$ cat src/rtl/piso_serializer_pkg.sv
// Shared definitions for the serial shift-chain blocks: FSM state encoding
// and an elaboration-time clog2 used to size bit counters.
package piso_serializer_pkg;

    typedef enum logic {
        ST_IDLE  = 1'b0,
        ST_SHIFT = 1'b1
    } state_t;

    // Smallest r with 2**r >= value; values of 0 and 1 give 0.
    function automatic int clog2(input int value);
        int r;
        r = 0;
        while ((1 << r) < value) begin
            r = r + 1;
        end
        return r;
    endfunction

endpackage

$ cat src/rtl/piso_serializer.sv
// Parallel-in, serial-out front end: takes a WIDTH-bit word over valid/ready
// and emits it one bit per clock, back-to-back words with no idle gap.
module piso_serializer
    import piso_serializer_pkg::*;
#(
    parameter int WIDTH     = 8,
    parameter bit LSB_FIRST = 1'b0
) (
    input  logic             clk,
    input  logic             rst,
    input  logic [WIDTH-1:0] din,
    input  logic             din_valid,
    output logic             din_ready,
    output logic             sout,
    output logic             sout_valid,
    output logic             frame_start,
    output logic             busy
);

    localparam int CW = clog2(WIDTH);

    state_t           state, state_n;
    logic [CW-1:0]    cnt, cnt_n;
    logic [WIDTH-1:0] sr, sr_n;
    logic             sout_n;
    logic             sout_valid_n;
    logic             frame_start_n;
    logic             accept;

    // Handshake: a word transfers on every rising edge where din_valid and
    // din_ready are both high. din_ready depends only on rst and registered
    // state, never on din_valid. Upstream holds din/din_valid until taken.
    assign din_ready = !rst && ((state == ST_IDLE) ||
                                (state == ST_SHIFT && cnt == '0));
    assign accept    = din_valid && din_ready;

    // busy is the registered state itself, so it doubles as the FSM probe.
    assign busy = (state == ST_SHIFT);

    always_comb begin
        state_n       = state;
        cnt_n         = cnt;
        sr_n          = sr;
        sout_n        = sout;
        sout_valid_n  = sout_valid;
        frame_start_n = 1'b0;

        if (accept) begin
            // Also covers the last-bit cycle, giving a gapless reload.
            state_n       = ST_SHIFT;
            cnt_n         = CW'(WIDTH - 1);
            sr_n          = din;
            sout_n        = LSB_FIRST ? din[0] : din[WIDTH-1];
            sout_valid_n  = 1'b1;
            frame_start_n = 1'b1;
        end else if (state == ST_SHIFT) begin
            if (cnt != '0) begin
                sr_n         = LSB_FIRST ? (sr >> 1) : (sr << 1);
                sout_n       = LSB_FIRST ? sr_n[0] : sr_n[WIDTH-1];
                cnt_n        = cnt - CW'(1);
                sout_valid_n = 1'b1;
            end else begin
                state_n      = ST_IDLE;
                sout_n       = 1'b0;
                sout_valid_n = 1'b0;
            end
        end
    end

    always_ff @(posedge clk) begin
        if (rst) begin
            state       <= ST_IDLE;
            cnt         <= '0;
            sr          <= '0;
            sout        <= 1'b0;
            sout_valid  <= 1'b0;
            frame_start <= 1'b0;
        end else begin
            state       <= state_n;
            cnt         <= cnt_n;
            sr          <= sr_n;
            sout        <= sout_n;
            sout_valid  <= sout_valid_n;
            frame_start <= frame_start_n;
        end
    end

endmodule

$ cat config.mk
export PLATFORM = sky130hd
export DESIGN_NAME = piso_serializer
export DESIGN_NICKNAME = d
export VERILOG_FILES = /design/src/rtl/piso_serializer_pkg.sv /design/src/rtl/piso_serializer.sv
export SDC_FILE = /design/constraint.sdc
export NUM_CORES = 1
export LEC_CHECK = 0
export CAP_MARGIN = 15
export CORE_MARGIN = 3
export CORE_UTILIZATION = 30
export CTS_CLUSTER_SIZE = 8
export DETAILED_ROUTE_END_ITERATION = 10
export GPL_TIMING_DRIVEN = 1
export PLACE_DENSITY = 0.56
export SLEW_MARGIN = 20
export SYNTH_ARGS = -nofsm -noshare
export SYNTH_HDL_FRONTEND = slang
export SYNTH_SLANG_ARGS = --single-unit
$ cat constraint.sdc
create_clock -name clk -period 1.8 [get_ports clk]
set_clock_uncertainty 0.1 [all_clocks]
set_input_delay 0.36 -clock clk [delete_from_list [all_inputs] [get_ports clk]]
set_output_delay 0.36 -clock clk [all_outputs]
set_load 0.02 [all_outputs]
==> impl_metrics.yaml <==
run_status:
  status: "completed"
clocking:
  numCtsBuffers: 3
  cts_sinks: 14
  clock_path_buffers: 2
  root_buffer: "clkbuf_4"
  clkLatencyLatePin_ns: 0.27
  tritoncts: "built"
  clkSlewWorstSetupHoldPaths_ns: 0.08
  holdBufCountCts: 0
  cts_max_level: 1
synthesis:
  synth_cell_type_count: 23
  synth_enable_flop_cells: 0
  ys_seq_area_share_pct: 39.3
  yosysTopAreaCellShare_pct: 39.3
  ys_top_cells_by_count: "dfxtp_1 (14), a211oi_2 (7), mux2i_1 (7), nor2_1 (7), inv_1 (5)"
  ys_async_sr_fraction_pct: 0
  syn_area_um2: 713
  netlist_instances: 67
  synthFlopType: "dfxtp_1"
  syn_nets: 80
  synth_seq_cells: 14
  yosys_warnings: 0
  synth_area_per_cell_um2: 10.6
  synth_area_leaders: "dfxtp_1 (39%), a211oi_2 (12%), mux2i_1 (9.8%)"
  yosysMostFrequentCell: "dfxtp_1"
  yosys.area.top_type: "dfxtp_1"
floorplanning:
  fp.dieW_um: 54.8
  fp-row-count: 17
  die_area_um2: 3000
  boundaryPins: 16
  core_um2: 2230
  start_util_pct: 31.9
  fp.dieH_um: 54.8
pwr:
  p_int_mw: 0.541
  pwr-share-seq_pct: 47.7
  powerDensity_nw_per_um2: 780
  p_sw_share_pct: 28.1
  ir_drop_mv: 0.282
  p_leak_nw: 0.399
  clockPowerShare_pct: 22.6
  power.switching_mw: 0.211
  combPwrFrac_pct: 29.6
sta:
  finalCritPeriodShare_pct: 96.4
  setup_viol: 0
  max-slew-margin-rel_pct: 85.9
  fmax_ghz: 0.577
  slew_violations: 0
  finalHoldViolations: 0
  fin_crit_ns: 1.73
  layout_setup_ws_ns: 0.0657
  worst_pin_slew_ns: 0.211
  fin_hold_ws_ns: 0.400
placed_design:
  io_buffers: 15
  dpl_cell_area_um2: 913
  dp.cells: 112
  gp_congestion: 0.712
  dp_slack_ns: -0.192
  dp.final_hpwl_um: 870
setup_path:
  crit_buf_inv: 2
  rrSetupSlack_ns: 0.29
  slowest_stage: "dfxtp_2"
  cpPeakStageDelay_ns: 0.33
  reg2reg_to: "cnt[1]$_SDFFE_PP0P_"
  r2r-start: "cnt[0]$_SDFFE_PP0P_"
  crit_type: "reg2out"
  worstPathArrival_ns: 1.27
  end_kind: "output pin"
  crit_chain: "inv_1 -> ha_2 -> ha_4 -> nor2b_4 -> nor2_2 -> buf_6"
  cp_top_family: "adder cells"
  required_ns: 1.34
  critPathMaxFanout: 2
  rr_worst_depth: 8
  critPathLaunchType: "flop"
min_path:
  hold_path_end: "sr[5]$_SDFFE_PP0P_"
  hp-class: "reg2reg"
  hp-start: "sr[4]$_SDFFE_PP0P_"
  hold_depth: 2
grt:
  grt_pass1_vias: 487
  grt_max_degree: 18
  grt-ovfl-total: 0
  grt_antenna_before_repair: 0
  grt_usage_pct: 9.75
  grt_first_pass_wirelength_um: 2120
routing:
  via_count: 516
  drt-wirelength-per-cell_um: 10.9
  drtIter0Drc: 3
  viasPerCell: 4.45
  drt_pass1_iterations: 4
  totalWireLength_um: 1270
  drcViolationCount: 0
  ant_nets: 0
run:
  drv_cap: 0
layout:
  drive_gt1_share_pct: 37.5
  syn_to_final_growth_pct: 35.1
  design_area_um2: 963
  final_util_pct: 43.1
  fillerInstances: 213
  n_antenna_cell: 0
  fin_nets: 103
  fin_cells: 116
## cell type report
type	instances	area, um2	share of cell area (%)
Inverter	5	18.8	1.95
Multi-Input combinational cell	43	382	39.6
Sequential cell	14	283	29.4
Tap cell	28	35.0	3.64
Clock buffer	3	22.5	2.34
Timing Repair Buffer	23	223	23.1
## cells in the final DEF, fill, tap and decap left out, types with 2 or more instances in the layout
cell type / synthesis / layout
nor3_1: 2 / 2
mux2i_1: 7 / 7
clkbuf_4: 0 / 3
nor3_2: 3 / 3
nor2_2: 4 / 5
a211oi_2: 7 / 7
clkdlybuf4s50_1: 0 / 13
nor2_1: 7 / 6
a211oi_1: 2 / 2
dfxtp_2: 0 / 2
buf_4: 1 / 7
dfxtp_1: 14 / 12
inv_1: 5 / 5
## worst register-to-register path, delay by kind of cell, from the launching register on
family / cells / cell delay [ns]
DFF: 1 / 0.33
AOI/OAI and AO/OA: 1 / 0.18
and+or+nand+nor: 2 / 0.17
adders and majority gates: 2 / 0.35
buffers and inverters: 3 / 0.32
## timing repair
action,4_1_cts,5_1_grt
endpoints found under the setup margin,2,1
gates resized for setup,8,5
buffers inserted,0,1
## per-stage QoR
stage / TNS, ns / power, mW
final: 0 / 0.751
after detailed placement: -0.192 / 0.576
after global placement: -0.172 / 0.572
after CTS: -0.0159 / 0.748
after floorplan: 0 / 0.508
after global routing: -0.0145 / 0.801
## routing by layer
| layer | routed length, um | vias up | share of wire, % | GRT usage, % |
|---|---|---|---|---|
| met2 | 623 | 8 | 49 | 14.4 |
| met5 | 0 | - | 0 | 0 |
| met1 | 611 | 232 | 48 | 13.4 |
| met4 | 0 | 0 | 0 | 4.98 |
| li1 | - | 276 | - | - |
| met3 | 33 | 0 | 2.6 | 1.63 |
## power groups by stage
stage | Sequential (mW) | Combinational, mW | Clock, mW
after floorplan | 0.376 | 0.132 | 0
after global placement | 0.364 | 0.209 | 0
after detailed placement | 0.365 | 0.211 | 0
after CTS | 0.359 | 0.210 | 0.179
after global routing | 0.362 | 0.245 | 0.193
final | 0.359 | 0.223 | 0.170
## cells by family (layout without fill, tap and decap cells)
family                   after synthesis  after routing  synth area share [%]
AND/OR/NAND/NOR                       21             21                  19.1
flip-flops                            14             14                  39.3
AO/OA/AOI/OAI                         13             13                  18.6
buffers and inverters                 10             31                  9.65
multiplexers                           7              7                  9.82
adder cells (fa/ha/maj)                2              2                  3.51
## sequential cells by signal (all words and copies together), names as in the netlist
| name | count |
|---|---|
| frame_start | 1 |
| cnt | 3 |
| sr | 7 |
| sout_valid | 1 |
| sout | 1 |
| busy | 1 |
## how the worst max path moves through the flow
stage / from / to / slack (ns) / cells after the start
2_1_floorplan: cnt[0]$_SDFFE_PP0P_ / din_ready / 0.10 / 6
3_3_place_gp: rst / din_ready / -0.17 / 3
3_5_place_dp: rst / din_ready / -0.19 / 3
4_1_cts: cnt[0]$_SDFFE_PP0P_ / din_ready / -0.02 / 6
5_1_grt: cnt[1]$_SDFFE_PP0P_ / din_ready / -0.01 / 6
6_report: cnt[0]$_SDFFE_PP0P_ / din_ready / 0.07 / 6
No activity file was read; power rests on OpenSTA's default activity.
